[config.mk]
export PLATFORM = sky130hd
export DESIGN_NAME = mem_arbiter
export DESIGN_NICKNAME = d
export VERILOG_FILES = /design/src/rtl/mem_arbiter_pkg.sv /design/src/rtl/mem_arbiter_fill_counter.sv /design/src/rtl/mem_arbiter.sv
export SDC_FILE = /design/constraint.sdc
export NUM_CORES = 1
export LEC_CHECK = 0
export BUFFER_PORTS_ARGS = -buffer_cell sky130_fd_sc_hd__buf_2
export CORE_ASPECT_RATIO = 1.75
export CORE_MARGIN = 2
export CORE_UTILIZATION = 30
export CTS_BUF_LIST = sky130_fd_sc_hd__clkbuf_8
export DETAILED_ROUTE_END_ITERATION = 6
export PLACE_DENSITY = 0.67
export RECOVER_POWER = 25
export SLEW_MARGIN = 10
export SYNTH_ARGS = -nofsm -noshare
export SYNTH_HDL_FRONTEND = slang
export SYNTH_SLANG_ARGS = --single-unit
[constraint.sdc]
create_clock -name clk -period 2.2 [get_ports clk]
set_clock_uncertainty 0.05 [all_clocks]
set_input_delay 0.22 -clock clk [delete_from_list [all_inputs] [get_ports clk]]
set_output_delay 0.22 -clock clk [all_outputs]
set_load 0.03 [all_outputs]
[src/rtl/mem_arbiter_pkg.sv]
// Shared definitions for the I/D cache block-fill arbiter: state encodings, bus widths, block geometry.
// Latency: none (definitions only); backpressure: not applicable.
package mem_arbiter_pkg;

   typedef enum logic [1:0] {
      IDLE    = 2'd0,
      I_FILL  = 2'd1,
      D_FILL  = 2'd2,
      D_WRITE = 2'd3
   } arbState_t;

   localparam int ADDR_W      = 16;
   localparam int DATA_W      = 16;
   localparam int DEF_WORDS   = 8;
   localparam int DEF_LATENCY = 4;

   // Byte-address bits below the block number: word index plus the byte-in-word bit.
   function automatic int blkOffW(input int words);
      return $clog2(words) + 1;
   endfunction

endpackage

[src/rtl/mem_arbiter_fill_counter.sv]
// Word index counter for fill issue/return; counts 0..WORDS and holds there until cleared.
// Latency: 1 cycle from inc to count; backpressure: none, inc is ignored once WORDS is reached.
module fill_counter #(
   parameter int WORDS = 8
) (
   input  logic                   clk,
   input  logic                   rst_n,
   input  logic                   clr,
   input  logic                   inc,
   output logic [$clog2(WORDS):0] count
);

   always_ff @(posedge clk or negedge rst_n) begin
      if (!rst_n) begin
         count <= '0;
      end else if (clr) begin
         count <= '0;
      end else if (inc && !count[$clog2(WORDS)]) begin
         count <= count + 1'b1;
      end
   end

endmodule

[src/rtl/mem_arbiter.sv]
// Fixed-priority arbiter of I-fill, D-fill and D-write-through onto one memory port.
// Latency: fill done WORDS+LATENCY cycles after grant, write acked 1 cycle after grant; losers stall via *_busy.
module mem_arbiter
   import mem_arbiter_pkg::*;
#(
   parameter int LATENCY = DEF_LATENCY,
   parameter int WORDS   = DEF_WORDS
) (
   input  logic                       clk,
   input  logic                       rst_n,
   input  logic                       i_miss_req,
   input  logic [ADDR_W-1:0]          i_miss_addr,
   input  logic                       d_miss_req,
   input  logic [ADDR_W-1:0]          d_miss_addr,
   input  logic                       d_wr_req,
   input  logic [ADDR_W-1:0]          d_wr_addr,
   input  logic [DATA_W-1:0]          d_wr_data,
   output logic                       i_busy,
   output logic                       d_busy,
   output logic                       i_fill_we,
   output logic                       d_fill_we,
   output logic                       i_fill_done,
   output logic                       d_fill_done,
   output logic                       d_wr_ack,
   output logic [DATA_W-1:0]          fill_data,
   output logic [$clog2(WORDS)-1:0]   fill_word,
   output logic                       mem_en,
   output logic                       mem_wr,
   output logic [ADDR_W-1:0]          mem_addr,
   output logic [DATA_W-1:0]          mem_wdata,
   input  logic [DATA_W-1:0]          mem_rdata,
   input  logic                       mem_rvalid
);

   localparam int IDX_W = $clog2(WORDS);
   localparam int OFF_W = blkOffW(WORDS);
   localparam int BLK_W = ADDR_W - OFF_W;
   localparam int CNT_W = IDX_W + 1;
   localparam logic [CNT_W-1:0] CNT_LAST = CNT_W'(WORDS - 1);

   if (LATENCY < 1 || LATENCY > 7) begin : gBadLatency
      $error("mem_arbiter: LATENCY must be 1..7");
   end
   if (WORDS < 2 || (WORDS & (WORDS - 1)) != 0) begin : gBadWords
      $error("mem_arbiter: WORDS must be a power of two >= 2");
   end

   arbState_t        state, nextState;
   logic [BLK_W-1:0] blkAddr;
   logic [CNT_W-1:0] issueCnt, retCnt;
   logic             inFill, issueEn, retEn, fillLast, cntClr;
   logic             unusedAddrBits;

   assign unusedAddrBits = &{1'b0, i_miss_addr[OFF_W-1:0], d_miss_addr[OFF_W-1:0]};

   assign inFill   = (state == I_FILL) || (state == D_FILL);
   assign issueEn  = inFill && !issueCnt[IDX_W];
   assign retEn    = inFill && mem_rvalid;
   assign fillLast = retEn && (retCnt == CNT_LAST);
   assign cntClr   = (state == IDLE);

   fill_counter #(.WORDS(WORDS)) uIssueCnt (
      .clk   (clk),
      .rst_n (rst_n),
      .clr   (cntClr),
      .inc   (issueEn),
      .count (issueCnt)
   );

   fill_counter #(.WORDS(WORDS)) uRetCnt (
      .clk   (clk),
      .rst_n (rst_n),
      .clr   (cntClr),
      .inc   (retEn),
      .count (retCnt)
   );

   always_ff @(posedge clk or negedge rst_n) begin
      if (!rst_n) begin
         state <= IDLE;
      end else begin
         state <= nextState;
      end
   end

   always_comb begin
      nextState = state;
      unique case (state)
         IDLE: begin
            if (d_wr_req)        nextState = D_WRITE;
            else if (d_miss_req) nextState = D_FILL;
            else if (i_miss_req) nextState = I_FILL;
         end
         I_FILL, D_FILL: if (fillLast) nextState = IDLE;
         D_WRITE:        nextState = IDLE;
         default:        nextState = IDLE;
      endcase
   end

   // Block number is captured only on the grant edge; the requester may move its address afterwards.
   always_ff @(posedge clk or negedge rst_n) begin
      if (!rst_n) begin
         blkAddr <= '0;
      end else if (state == IDLE) begin
         if (nextState == D_FILL)      blkAddr <= d_miss_addr[ADDR_W-1:OFF_W];
         else if (nextState == I_FILL) blkAddr <= i_miss_addr[ADDR_W-1:OFF_W];
      end
   end

   // Every output is gated by rst_n so reset silences the port immediately, not at the next edge.
   always_comb begin
      i_busy      = 1'b0;
      d_busy      = 1'b0;
      i_fill_we   = 1'b0;
      d_fill_we   = 1'b0;
      i_fill_done = 1'b0;
      d_fill_done = 1'b0;
      d_wr_ack    = 1'b0;
      fill_data   = '0;
      fill_word   = '0;
      mem_en      = 1'b0;
      mem_wr      = 1'b0;
      mem_addr    = '0;
      mem_wdata   = '0;
      if (rst_n) begin
         unique case (state)
            I_FILL, D_FILL: begin
               if (issueEn) begin
                  mem_en   = 1'b1;
                  mem_addr = {blkAddr, issueCnt[IDX_W-1:0], 1'b0};
               end
               if (retEn) begin
                  fill_data = mem_rdata;
                  fill_word = retCnt[IDX_W-1:0];
                  if (state == I_FILL) begin
                     i_fill_we   = 1'b1;
                     i_fill_done = fillLast;
                  end else begin
                     d_fill_we   = 1'b1;
                     d_fill_done = fillLast;
                  end
               end
            end
            D_WRITE: begin
               mem_en    = 1'b1;
               mem_wr    = 1'b1;
               mem_addr  = d_wr_addr;
               mem_wdata = d_wr_data;
               d_wr_ack  = 1'b1;
            end
            default: ;
         endcase
         i_busy = i_miss_req & ~i_fill_done;
         d_busy = (d_miss_req & ~d_fill_done) | (d_wr_req & ~d_wr_ack);
      end
   end

endmodule

# [After elaboration in Yosys (flattened, before gate mapping)]
# Index checks and enable logic that the tools add are counted.
[totals] out_inout_bits=60 regBits=22
[classes] mux=49 bitwise_logic=7 n_eq_ne=6 n_addsub=2 reduce_logical=14
[op_table] operator="two-way mux 16 bit" n=7
[op_table] operator="case mux 16 bit (2 select lines)" n=1
[op_table] operator="two-way mux 1 bit" n=26
[op_table] operator="two-way mux 12 bit" n=2
[op_table] operator="two-way mux 4 bit" n=4
[op_table] operator="two-way mux 3 bit" n=3
[op_table] operator="adder 4 x 1 -> 4 bit (second input constant)" n=2
[op_table] operator="two-way mux 2 bit" n=4
[op_table] operator="== test 2 bit (second input constant)" n=3
[op_table] operator="case mux 2 bit (3 select lines)" n=1
[op_table] operator="nonzero test 2 bit" n=3
[op_table] operator="logical AND 1 bit" n=5
[op_table] operator="== test 2 x 1 -> 1 bit (second input constant)" n=2
[op_table] operator="== test 4 x 3 -> 1 bit (second input constant)" n=1
[op_table] operator="AND 1 bit" n=3
[op_table] operator="NOT 1 bit" n=3
[op_table] operator="zero test 1 bit" n=2
[op_table] operator="zero test 2 bit" n=1
[op_table] operator="case mux 1 bit (2 select lines)" n=1
[op_table] operator="AND reduction 2 bit" n=1
[op_table] operator="OR reduction 2 bit" n=1
[op_table] operator="logical OR 1 bit" n=1
[op_table] operator="OR 1 bit" n=1

# [Logic depth before layout (Yosys ltp)]
# Gate-level depths: netlist of the first run.
[depth] word_depth=12 mapped_depth=10

# [Cells and area by module]
# A second synthesis of the first run with hierarchy kept.
[hier_totals] hier_cells=200 area_unflattened_um2=1810.5
[by_module_without_submodules] module="mem_arbiter" area_per_inst_um2=1440.1 cells_per_inst=170 instances=1 seq_area_each_um2=350.3
[by_module_without_submodules] module="fill_counter" area_per_inst_um2=185.2 cells_per_inst=15 instances=2 seq_area_each_um2=100.1

# [Worst setup path before layout of the first run]
# OpenSTA, ideal clock, no wires.
[synth_path] kind="flip-flop to flip-flop" startpoint="reg state[1]" endpoint="reg blkAddr[2]" arrival_time_ps=1945 setup_ps=128 path_stages_with_launch=11 synth_period_minus_slack_ps=2123 required_ps=2022 path_slack_ps=77 path_cell_list="dfrtp_1 inv_1 ha_1 buf_6 a21oi_1 or2_2 ha_1 nand2b_1 clkbuf_1 nand2_1 o21ai_0"
[synth_between] elab_chain_len=9 word_cells_on_any_way=18
[synth_lines] element="start, declared" line_no="mem_arbiter.sv:48" text="arbState_t state, nextState;"
[synth_lines] element="start signal, assigned" line_no="mem_arbiter.sv:82" text="state <= nextState;"
[synth_lines] element="== test 2 x 1 -> 1 bit or == test 2 bit (tied branches)" line_no="mem_arbiter.sv:56, mem_arbiter.sv:88"
[synth_lines] element="logical OR 1 bit" line_no="mem_arbiter.sv:56" text="assign inFill = (state == I_FILL) || (state == D_FILL);"
[synth_lines] element="logical AND 1 bit" line_no="mem_arbiter.sv:58" text="assign retEn = inFill && mem_rvalid;"
[synth_lines] element="logical AND 1 bit" line_no="mem_arbiter.sv:59" text="assign fillLast = retEn && (retCnt == CNT_LAST);"
[synth_lines] element="two-way mux 2 bit" line_no="mem_arbiter.sv:94" text="I_FILL, D_FILL: if (fillLast) nextState = IDLE;"
[synth_lines] element="case mux 2 bit (3 select lines)" line_no="mem_arbiter.sv:88" text="unique case (state)"
[synth_lines] element="== test 2 bit or == test 2 x 1 -> 1 bit (tied branches)" line_no="mem_arbiter.sv:105, mem_arbiter.sv:106"
[synth_lines] element="nonzero test 2 bit (no source line)"
[synth_lines] element="AND reduction 2 bit (no source line)"
[synth_lines] element="end signal, assigned" line_no="mem_arbiter.sv:105" text="if (nextState == D_FILL) blkAddr <= d_miss_addr[ADDR_W-1:OFF_W];"
[synth_lines] element="end signal, assigned" line_no="mem_arbiter.sv:106" text="else if (nextState == I_FILL) blkAddr <= i_miss_addr[ADDR_W-1:OFF_W];"
[synth_lines] element="end, declared" line_no="mem_arbiter.sv:49" text="logic [BLK_W-1:0] blkAddr;"
# Parallel ways exist; a longest one is shown, timed or not.
# A chain may end at the register's enable or synchronous reset.

# [Worst setup path after layout of the first run]
[layout_path] startpoint="reg state[1]" endpoint="out mem_addr[14]"
[layout_between] elab_chain_len=6 word_cells_on_any_way=9
[layout_lines] element="== test 2 x 1 -> 1 bit or == test 2 bit (tied branches)" line_no="mem_arbiter.sv:56, mem_arbiter.sv:126"
[layout_lines] element="logical OR 1 bit" line_no="mem_arbiter.sv:56"
[layout_lines] element="logical AND 1 bit" line_no="mem_arbiter.sv:57" text="assign issueEn = inFill && !issueCnt[IDX_W];"
[layout_lines] element="two-way mux 16 bit" line_no="mem_arbiter.sv:128" text="if (issueEn) begin"
[layout_lines] element="case mux 16 bit (2 select lines) (*)" line_no="mem_arbiter.sv:126" text="unique case (state)"
[layout_lines] element="two-way mux 16 bit (*)" line_no="mem_arbiter.sv:125" text="if (rst_n) begin"
[layout_lines] element="end, declared" line_no="mem_arbiter.sv:29" text="output logic [ADDR_W-1:0] mem_addr,"
# Every way passes the cells marked *; elsewhere a longest branch is shown, timed or not.

==> results_dict.tcl, run 1 <==
set metrics [dict create \
    fin_ws_ns 0.0928 \
    combPwrFrac_pct 72.8 \
    fin_hold_ws_ns 0.205 \
    syn_inst 201 \
    r2r-start "uRetCnt.count[0]" \
    cp_data_required_time_ns 1.93 \
    grt_pass1_vias 1709 \
    yosys_warnings 0 \
    met1_length_mm 2.16 \
    final_core_utilization_pct 47.3 \
    antenna_found_initial 0 \
    routed_wl_mm 5.29 \
    p_sw_share_pct 46.3 \
    synth_most_common_cell "dfrtp_1" \
    fp.dieH_um 106 \
    dpl_worst_slack_ns 0.0195 \
    leakage_nw 1.55 \
    wire_per_inst_um 12.6 \
    syn_area_um2 1770 \
    synth_top_area_share_pct 31.2 \
    clkPwrFrac_pct 7.9 \
    vdd_ir_drop_max_uv 578 \
    placed_area_um2 2560 \
    tightest_slew_ns 0.625 \
    r2r_cells 9 \
    startpoint_type "flop" \
    place_congestion 0.863 \
    vias 1907 \
    critPathKind "reg -> out" \
    synth_common_cells "dfrtp_1 (22), and2_1 (20), and3_1 (19)" \
    numClockSinks 22 \
    yosys.area.top_type "dfrtp_1" \
    hpwlAfterDp_mm 4.28 \
    synth.distinct_cells 35 \
    yosysSeqAreaShare_pct 31.2 \
    hold_path_end "blkAddr[10]" \
    fin_total_pwr_mw 3.61 \
    grt.overflow.total 0 \
    async_flop_share_pct 100 \
    start_util_pct 30.5 \
    synth-seq-cells 22 \
    clock_latency_ns 0.26 \
    synth_ff_type "dfrtp_1" \
    hold_class "in -> reg" \
    grt_pass1_wl_mm 7.76 \
    synth.area.top_cells "dfrtp_1 (31%), mux2i_1 (7.9%), and2_1 (7.1%)" \
    p_per_area_nw_per_um2 1320 \
    met3_length_um 277 \
    r2r_slack_ns 0.12 \
    grt_start_max_net_pins 35 \
    dieArea_um2 6540 \
    p_sw_mw 1.67 \
    drc 0 \
    fin_crit_sh_pct 95.8 \
    nNetsFinal 436 \
    slew_headroom_pct 58.4 \
    syn_avg_cell_area_um2 8.79 \
    gr-usage-all-layers_pct 15.2 \
    syn_nets 293 \
    timing.rr.end "blkAddr[7]" \
    endpoint_kind "output port" \
    setup_viol 0 \
    numCtsBuffers 3 \
    ios 146 \
    hp-start "i_miss_addr[14]" \
    cts.reportedPaths.clkPinSlew_ns 0.08 \
    setup_tns_ns 0 \
    fin_crit_ns 2.11 \
    die_w_um 62.0 \
    seqPwrFrac_pct 19.4 \
    rows 37 \
    ant_nets 0 \
    core_area_um2 5790 \
    max-clock-path-buffers 2 \
    viasPerCell 4.53 \
    cp_data_arrival_time_ns 1.84 \
    status "complete, no violations" \
    fin_cells 421 \
    n_antenna_cell 0 \
    drt_first_iter_violations 72 \
    final_cell_area_um2 2740 \
    cts_tree "yes" \
    cts.htree.levels 1 \
    synth-edff-count 0 \
    internal_power_mw 1.94 \
    drv_slew 0 \
    hold_viol 0 \
    top_layer "met4" \
    syn_to_final_growth_pct 54.9 \
    drive_gt1_share_pct 53.9 \
    cts_root_buf "clkbuf_8" \
    routed-wl-met2_mm 2.79 \
    hold_path_depth 3 \
    placed_cells 409 \
    drtPass1Iterations 4 \
    numPortBuffers 137 \
    fmax_mhz 475 \
    path_max_fanout 10 \
    max_cap_viol_count 0 \
]
power groups by stage:
| stage | Combinational, mW | Sequential, mW | Clock, mW |
|---|---|---|---|
| after floorplan | 1.81 | 0.676 | 0 |
| after global placement | 2.33 | 0.709 | 0 |
| after detailed placement | 2.37 | 0.717 | 0 |
| after CTS | 2.41 | 0.700 | 0.290 |
| after global routing | 2.87 | 0.726 | 0.312 |
| final | 2.63 | 0.699 | 0.284 |
worst max-delay path by stage:
stage                        start           end  slack (ns)
after floorplan           state[1]    blkAddr[2]        0.08
after global placement    state[0]    blkAddr[9]        0.09
after detailed placement  state[1]   blkAddr[11]        0.02
after CTS                 state[1]        d_busy        0.03
after global routing      state[1]  mem_addr[14]      -0.009
final                     state[1]  mem_addr[14]        0.09
registers in the layout, indices dropped and copies added, names as in the netlist:
register and cells:
blkAddr 12, state 2, uIssueCnt.count 4, uRetCnt.count 4
routing by layer:
metal  track usage [%]  up-vias
met1              19.0      869
met5                 0        -
met4              4.71        0
met3              1.47        4
met2              26.3       58
li1                  -      976
timing repair:
item                                    CTS  global route
setup buffers                             2             5
resized for setup                         1            30
endpoints found under the setup margin   22            47
pin swaps                                 0             1
hold endpoints to repair                 22             0
cloned                                    0             0
hold buffers                              1             0
worst max-delay path, cell delays in order, from the launching register on:
cell     delay, ns
dfrtp_1       0.38
inv_2         0.06
ha_4          0.28
buf_6         0.12
nor2b_4       0.15
buf_12        0.14
buf_8         0.14
a22oi_2       0.06
nor2_2        0.09
buf_4         0.16
cell families (layout without fill, tap and decap cells):
logic type / after synthesis / count (layout) / synth area share [%]
flip-flops: 22 / 22 / 31.2
multiplexers: 14 / 14 / 7.93
XOR/XNOR: 4 / 4 / 1.98
buffers and inverters: 21 / 163 / 7.51
AO/OA/AOI/OAI: 36 / 36 / 16.3
AND/OR/NAND/NOR: 98 / 98 / 30.9
adder cells (fa/ha/maj): 6 / 6 / 4.25
layout make-up:
| class | count | area [um^2] |
|---|---|---|
| multi-input cells | 158 | 1100 |
| flip-flops and latches | 22 | 551 |
| clock buffers | 4 | 55.1 |
| fillers | 577 | 3050 |
| repair buffers | 156 | 922 |
| well taps | 78 | 97.6 |
| inverters | 3 | 11.3 |
layout by cell type, fill, tap and decap left out, types with 2 or more instances in the layout:
cell type  netlist  final
buf_2            4    128
dfrtp_1         22     22
buf_12           1      4
nor2_1          18     18
buf_6            2      4
clkbuf_8         0      4
nand2b_1         2      2
xor2_1           3      3
nor2b_1          3      3
nor2_2          11     11
a22oi_2          8      8
a31oi_1          2      2
mux2i_1         14     14
nand4b_1         2      2
nand2_1         16     16
and2_1          20     20
and3_1          19     18
buf_4            4     17
inv_2            0      2
nand3b_1         3      3
o21ai_0         14     13
ha_1             6      4
a22oi_1          6      6
No activity file was read; power rests on OpenSTA's default activity.
==> run 2, diff against run 1 <==
--- a/config.mk
+++ b/config.mk
@@ -5,6 +5,7 @@
 export SDC_FILE = /design/constraint.sdc
 export NUM_CORES = 1
 export LEC_CHECK = 0
+export ABC_AREA = 1
 export BUFFER_PORTS_ARGS = -buffer_cell sky130_fd_sc_hd__buf_2
 export CORE_ASPECT_RATIO = 1.75
 export CORE_MARGIN = 2
==> results_dict.tcl, run 2 <==
set metrics [dict create \
    antenna_found_initial 0 \
    synth.area.top_cells "dfrtp_1 (31%), nand2_1 (16%), nor2_1 (13%)" \
    hold_viol 0 \
    rows 37 \
    start_util_pct 30.9 \
    slew_headroom_pct 56.5 \
    vias 2257 \
    combPwrFrac_pct 76.2 \
    grt_start_max_net_pins 18 \
    fin_cells 498 \
    p_sw_share_pct 52.8 \
    internal_power_mw 1.90 \
    final_common_cell "buf_2" \
    async_flop_share_pct 100 \
    critPathKind "reg -> reg" \
    syn_area_um2 1800 \
    n_antenna_cell 0 \
    fin_ws_ns 0.0478 \
    cts.reportedPaths.clkPinSlew_ns 0.08 \
    ant_nets 0 \
    largest_register_ffs 12 \
    max_cap_viol_count 0 \
    drive_gt1_share_pct 44.3 \
    hpwlAfterDp_mm 4.61 \
    syn_avg_cell_area_um2 6.48 \
    clkPwrFrac_pct 6.0 \
    viasPerCell 4.53 \
    final_cell_mix "buf_2 (136), nand2_1 (79), nor2_1 (53), inv_1 (33), dfrtp_1 (22)" \
    synth-seq-cells 22 \
    startpoint "state[1]" \
    synth_ff_type "dfrtp_1" \
    synth_common_cells "nand2_1 (79), nor2_1 (61), inv_1 (36)" \
    max-clock-path-buffers 2 \
    fmax_mhz 465 \
    drc 0 \
    r2r_slack_ns 0.05 \
    grt_pass1_wl_mm 9.01 \
    ios 146 \
    drtPass1Iterations 4 \
    r2r_cells 12 \
    numCtsBuffers 3 \
    tightest_slew_ns 0.652 \
    cts_root_buf "clkbuf_8" \
    syn_inst 278 \
    path_max_fanout 6 \
    synth_most_common_cell "nand2_1" \
    final_core_utilization_pct 47.4 \
    yosys_warnings 0 \
    fin_crit_ns 2.15 \
    nNetsFinal 514 \
    fin_crit_sh_pct 97.8 \
    yosys.area.top_type "dfrtp_1" \
    r2r-start "state[1]" \
    drv_slew 0 \
    seqPwrFrac_pct 17.7 \
    numPortBuffers 137 \
    numClockSinks 22 \
    endpoint_kind "flop" \
    cp_data_required_time_ns 2.33 \
    max_flop_register "blkAddr" \
    grt.overflow.total 0 \
    drt_first_iter_violations 69 \
    dieArea_um2 6670 \
    core_area_um2 5830 \
    routed_wl_mm 5.78 \
    setup_tns_ns 0 \
    synth_top_area_share_pct 30.6 \
    status "complete, no violations" \
    hold_class "in -> reg" \
    p_per_area_nw_per_um2 1460 \
    synth-edff-count 0 \
    cts.htree.levels 1 \
    placed_cells 488 \
    die_w_um 62.6 \
    place_congestion 0.750 \
    wire_per_inst_um 11.6 \
    clock_latency_ns 0.26 \
    p_sw_mw 2.13 \
    synth.distinct_cells 22 \
    vdd_ir_drop_max_uv 797 \
    fp.dieH_um 107 \
    startpoint_type "flop" \
    yosysSeqAreaShare_pct 30.6 \
    grt_pass1_vias 2107 \
    cts_tree "yes" \
    leakage_nw 1.60 \
    syn_to_final_growth_pct 53.3 \
    timing.rr.end "blkAddr[8]" \
    rsz0062_at_grt "yes" \
    setup_viol 0 \
    cp_data_arrival_time_ns 2.28 \
    dpl_worst_slack_ns -0.0681 \
    crit_end "blkAddr[8]" \
    reg.largest.list "blkAddr (12), uIssueCnt.count (4), uRetCnt.count (4)" \
    syn_nets 370 \
    gr-usage-all-layers_pct 16.5 \
]
-- run 2: power by group through the flow --
| stage | Clock [mW] | Sequential (mW) | Combinational [mW] |
|---|---|---|---|
| after floorplan | 0 | 0.678 | 2.05 |
| after global placement | 0 | 0.690 | 2.60 |
| after detailed placement | 0 | 0.698 | 2.64 |
| after CTS | 0.255 | 0.692 | 2.84 |
| after global routing | 0.268 | 0.734 | 3.38 |
| final | 0.243 | 0.713 | 3.07 |
-- run 2: final cells by class --
cell class / count / area [um^2]
fillers: 659 / 3070
multi-input cells: 203 / 1060
repair buffers: 154 / 865
flip-flops and latches: 22 / 551
inverters: 38 / 149
well taps: 78 / 97.6
clock buffers: 3 / 41.3
-- run 2: per-stage QoR --
stage / hold slack [ns] / total power [mW] / cell area, um^2
floorplan: -0.126 / 2.73 / 1800
global placement: 0.123 / 3.29 / 2560
detailed placement: 0.125 / 3.34 / 2560
CTS: 0.156 / 3.79 / 2660
global route: 0.171 / 4.39 / 2760
finish: 0.160 / 4.02 / 2760
-- run 2: worst min path at each step --
stage               depth (start not counted)  slack (ns)          to           start
finish                                      3        0.16  blkAddr[3]  d_miss_addr[7]
global route                                3        0.17  blkAddr[3]  d_miss_addr[7]
CTS                                         3        0.16  blkAddr[3]  d_miss_addr[7]
detailed placement                          1        0.12  blkAddr[1]           rst_n
global placement                            1        0.12  blkAddr[0]           rst_n
floorplan                                   0       -0.13  blkAddr[0]           rst_n
-- run 2: worst max-delay path, stage by stage (launching register included) --
cell       delay [ns]
dfrtp_1          0.41
inv_2            0.11
ha_4             0.23
nand2_4          0.09
nor2_8           0.04
nand2_4          0.06
nand3_1          0.08
a21oi_2          0.20
ha_4             0.23
nor2_4           0.22
clkbuf_16        0.20
nor2_1           0.04
a31oi_2          0.12
-- run 2: repair_timing --
| action | CTS | global route |
|---|---|---|
| setup endpoints to repair | 30 | 29 |
| hold buffers | 1 | 0 |
| pin swaps | 1 | 4 |
| cloned | 1 | 1 |
| setup buffers | 0 | 4 |
| hold endpoints to repair | 10 | 0 |
| gates resized for setup | 4 | 16 |
-- run 2: metal layers --
metal,share of wire (%),wire [um],vias up,GRT usage (%)
li1,-,-,1138,-
met1,34,1940,996,14.4
met2,56,3210,119,35.0
met3,9.7,561,4,3.39
met4,1.2,70,0,5.87
met5,0,0,-,0
-- run 2: kinds of logic after synthesis --
family	after synthesis	share of synthesized area (%)
AO/OA/AOI/OAI	40	14.9
adder cells (fa/ha/maj)	6	4.17
buffers and inverters	53	13.9
flip-flops	22	30.6
AND/OR/NAND/NOR	157	36.5
==> run 3, diff against run 2 <==
--- a/config.mk
+++ b/config.mk
@@ -7,12 +7,14 @@
 export LEC_CHECK = 0
 export ABC_AREA = 1
 export BUFFER_PORTS_ARGS = -buffer_cell sky130_fd_sc_hd__buf_2
+export CELL_PAD_IN_SITES_DETAIL_PLACEMENT = 1
+export CELL_PAD_IN_SITES_GLOBAL_PLACEMENT = 2
 export CORE_ASPECT_RATIO = 1.75
 export CORE_MARGIN = 2
-export CORE_UTILIZATION = 30
+export CORE_UTILIZATION = 17
 export CTS_BUF_LIST = sky130_fd_sc_hd__clkbuf_8
 export DETAILED_ROUTE_END_ITERATION = 6
-export PLACE_DENSITY = 0.67
+export PLACE_DENSITY = 0.8
 export RECOVER_POWER = 25
 export SLEW_MARGIN = 10
 export SYNTH_ARGS = -nofsm -noshare
==> results_dict.tcl, run 3 (same netlist as run 2, synthesis figures left out) <==
set metrics [dict create \
    status "complete, no violations" \
    drive_gt1_share_pct 44.5 \
    fmax_mhz 466 \
    hpwlAfterDp_mm 5.58 \
    ant_nets 0 \
    fin_cells 552 \
    grt_pass1_wl_mm 10.5 \
    place_congestion 0.723 \
    core_area_um2 10300 \
    drv_slew 0 \
    clock_latency_ns 0.27 \
    syn_to_final_growth_pct 60.2 \
    grt_start_max_net_pins 25 \
    nNetsFinal 519 \
    max-clock-path-buffers 2 \
    cpPeakStageDelay_ns 0.39 \
    grt.overflow.total 0 \
    hold_viol 0 \
    fp.dieH_um 140 \
    cts.reportedPaths.clkPinSlew_ns 0.08 \
    path_max_fanout 6 \
    numCtsBuffers 3 \
    numClockSinks 22 \
    reg.largest.list "blkAddr (12), uIssueCnt.count (4), uRetCnt.count (4)" \
    vias 2276 \
    max_cap_viol_count 0 \
    final_common_cell "buf_2" \
    p_per_area_nw_per_um2 1490 \
    wire_per_inst_um 12.4 \
    largest_register_ffs 12 \
    cts_root_buf "clkbuf_8" \
    final_cell_mix "buf_2 (131), nand2_1 (78), nor2_1 (60), inv_1 (32), dfrtp_1 (22)" \
    setup_viol 0 \
    dieArea_um2 11500 \
    fin_hold_ws_ns 0.155 \
    drtPass1Iterations 3 \
    antenna_found_initial 0 \
    drt_first_iter_violations 40 \
    grt_pass1_vias 2325 \
    critPathKind "reg -> reg" \
    drc 0 \
    fin_crit_sh_pct 97.5 \
    n_antenna_cell 0 \
    cts_tree "yes" \
    ios 146 \
    startpoint_type "flop" \
    setup_tns_ns 0 \
    critPathSlowestCell "dfrtp_1" \
    tightest_slew_ns 0.726 \
    slew_headroom_pct 51.6 \
    cp_data_arrival_time_ns 2.29 \
    placed_area_um2 2650 \
    die_w_um 81.8 \
    start_util_pct 17.5 \
    gr-usage-all-layers_pct 11.5 \
    fin_total_pwr_mw 4.30 \
    fillers 1343 \
    cts.htree.levels 1 \
    numPortBuffers 137 \
    crit_chain "inv_2 -> ha_4 -> nand2_4 -> nor2_8 -> nand2_4 -> nand3_1 -> a21oi_2 -> ha_4 -> nor2_4 -> clkbuf_16 -> nor2_1 -> a31oi_2" \
    viasPerCell 4.12 \
    placed_cells 540 \
    rows 49 \
    vdd_ir_drop_max_uv 732 \
    fin_crit_ns 2.15 \
    hold_class "in -> reg" \
    cp_data_required_time_ns 2.34 \
    max_flop_register "blkAddr" \
    routed_wl_mm 6.87 \
    leakage_nw 1.62 \
    endpoint_kind "flop" \
    final_cell_area_um2 2890 \
]
run 3: cell count changes in the layout (fill, tap and decap cells not counted), moves of 2 or more:
cell and delta:
buf_2 -5, buf_4 +6, buf_6 +2, nor2_2 -5
nor2_4 -2, nor2_1 +7
run 3: layer usage:
metal	vias to the layer above	GRT usage, %	wire [um]
met4	0	3.42	80
li1	1152	-	-
met3	5	2.00	548
met2	92	24.1	4070
met1	1027	10.3	2170
met5	-	0	0
run 3: worst paths after layout:
check | startpoint | to | slack (ns) | cells past startpoint
max | state[1] | blkAddr[10] | 0.05 | 12
min | d_miss_addr[5] | blkAddr[1] | 0.15 | 3
max reg2reg | state[1] | blkAddr[10] | 0.05 | 12
min reg2reg | uRetCnt.count[0] | uRetCnt.count[0] | 0.48 | 1
max in group asynchronous | rst_n | blkAddr[4] | 0.83 | 3
min in group asynchronous | rst_n | uIssueCnt.count[0] | 0.33 | 2
run 3: power breakdown:
| group | internal, mW | switching (mW) | leakage [nW] |
|---|---|---|---|
| clock network | 0.123 | 0.133 | 0.0216 |
| registers | 0.589 | 0.109 | 0.265 |
| logic | 1.34 | 2.00 | 1.34 |
| total | 2.05 | 2.25 | 1.62 |
run 3: cell type report:
type                    instances  area (um^2)  share of cell area [%]
multi-input cells             203         1060                    36.7
repair buffers                158          920                    31.9
flip-flops and latches         22          551                    19.1
well taps                     127          159                    5.50
inverters                      38          149                    5.16
clock buffers                   3         41.3                    1.43
repair inverters                1         7.51                   0.260
run 3: worst max-delay path: cells and delay by family (launching register included):
kind            cells  cell delay (ns)
fa+ha+maj           2             0.45
flops               1             0.39
simple gates        6             0.53
compound gates      2             0.36
buf+inv             2             0.29
run 3: repair_timing:
| item | 4_1_cts | 5_1_grt |
|---|---|---|
| pin swaps | 0 | 5 |
| gates resized for setup | 12 | 13 |
| hold buffers | 1 | 0 |
| gates cloned | 1 | 2 |
| setup buffers | 2 | 3 |
| endpoints found under the hold margin | 9 | 0 |
| endpoints found under the setup margin | 31 | 59 |
run 3: metrics by stage:
stage | setup WS [ns] | util, %
global placement | 0.106 | 25.7
floorplan | 0.0172 | -
detailed placement | -0.0171 | 25.7
finish | 0.0542 | 28.0
CTS | 0.0271 | 26.9
global route | -0.0431 | 28.0
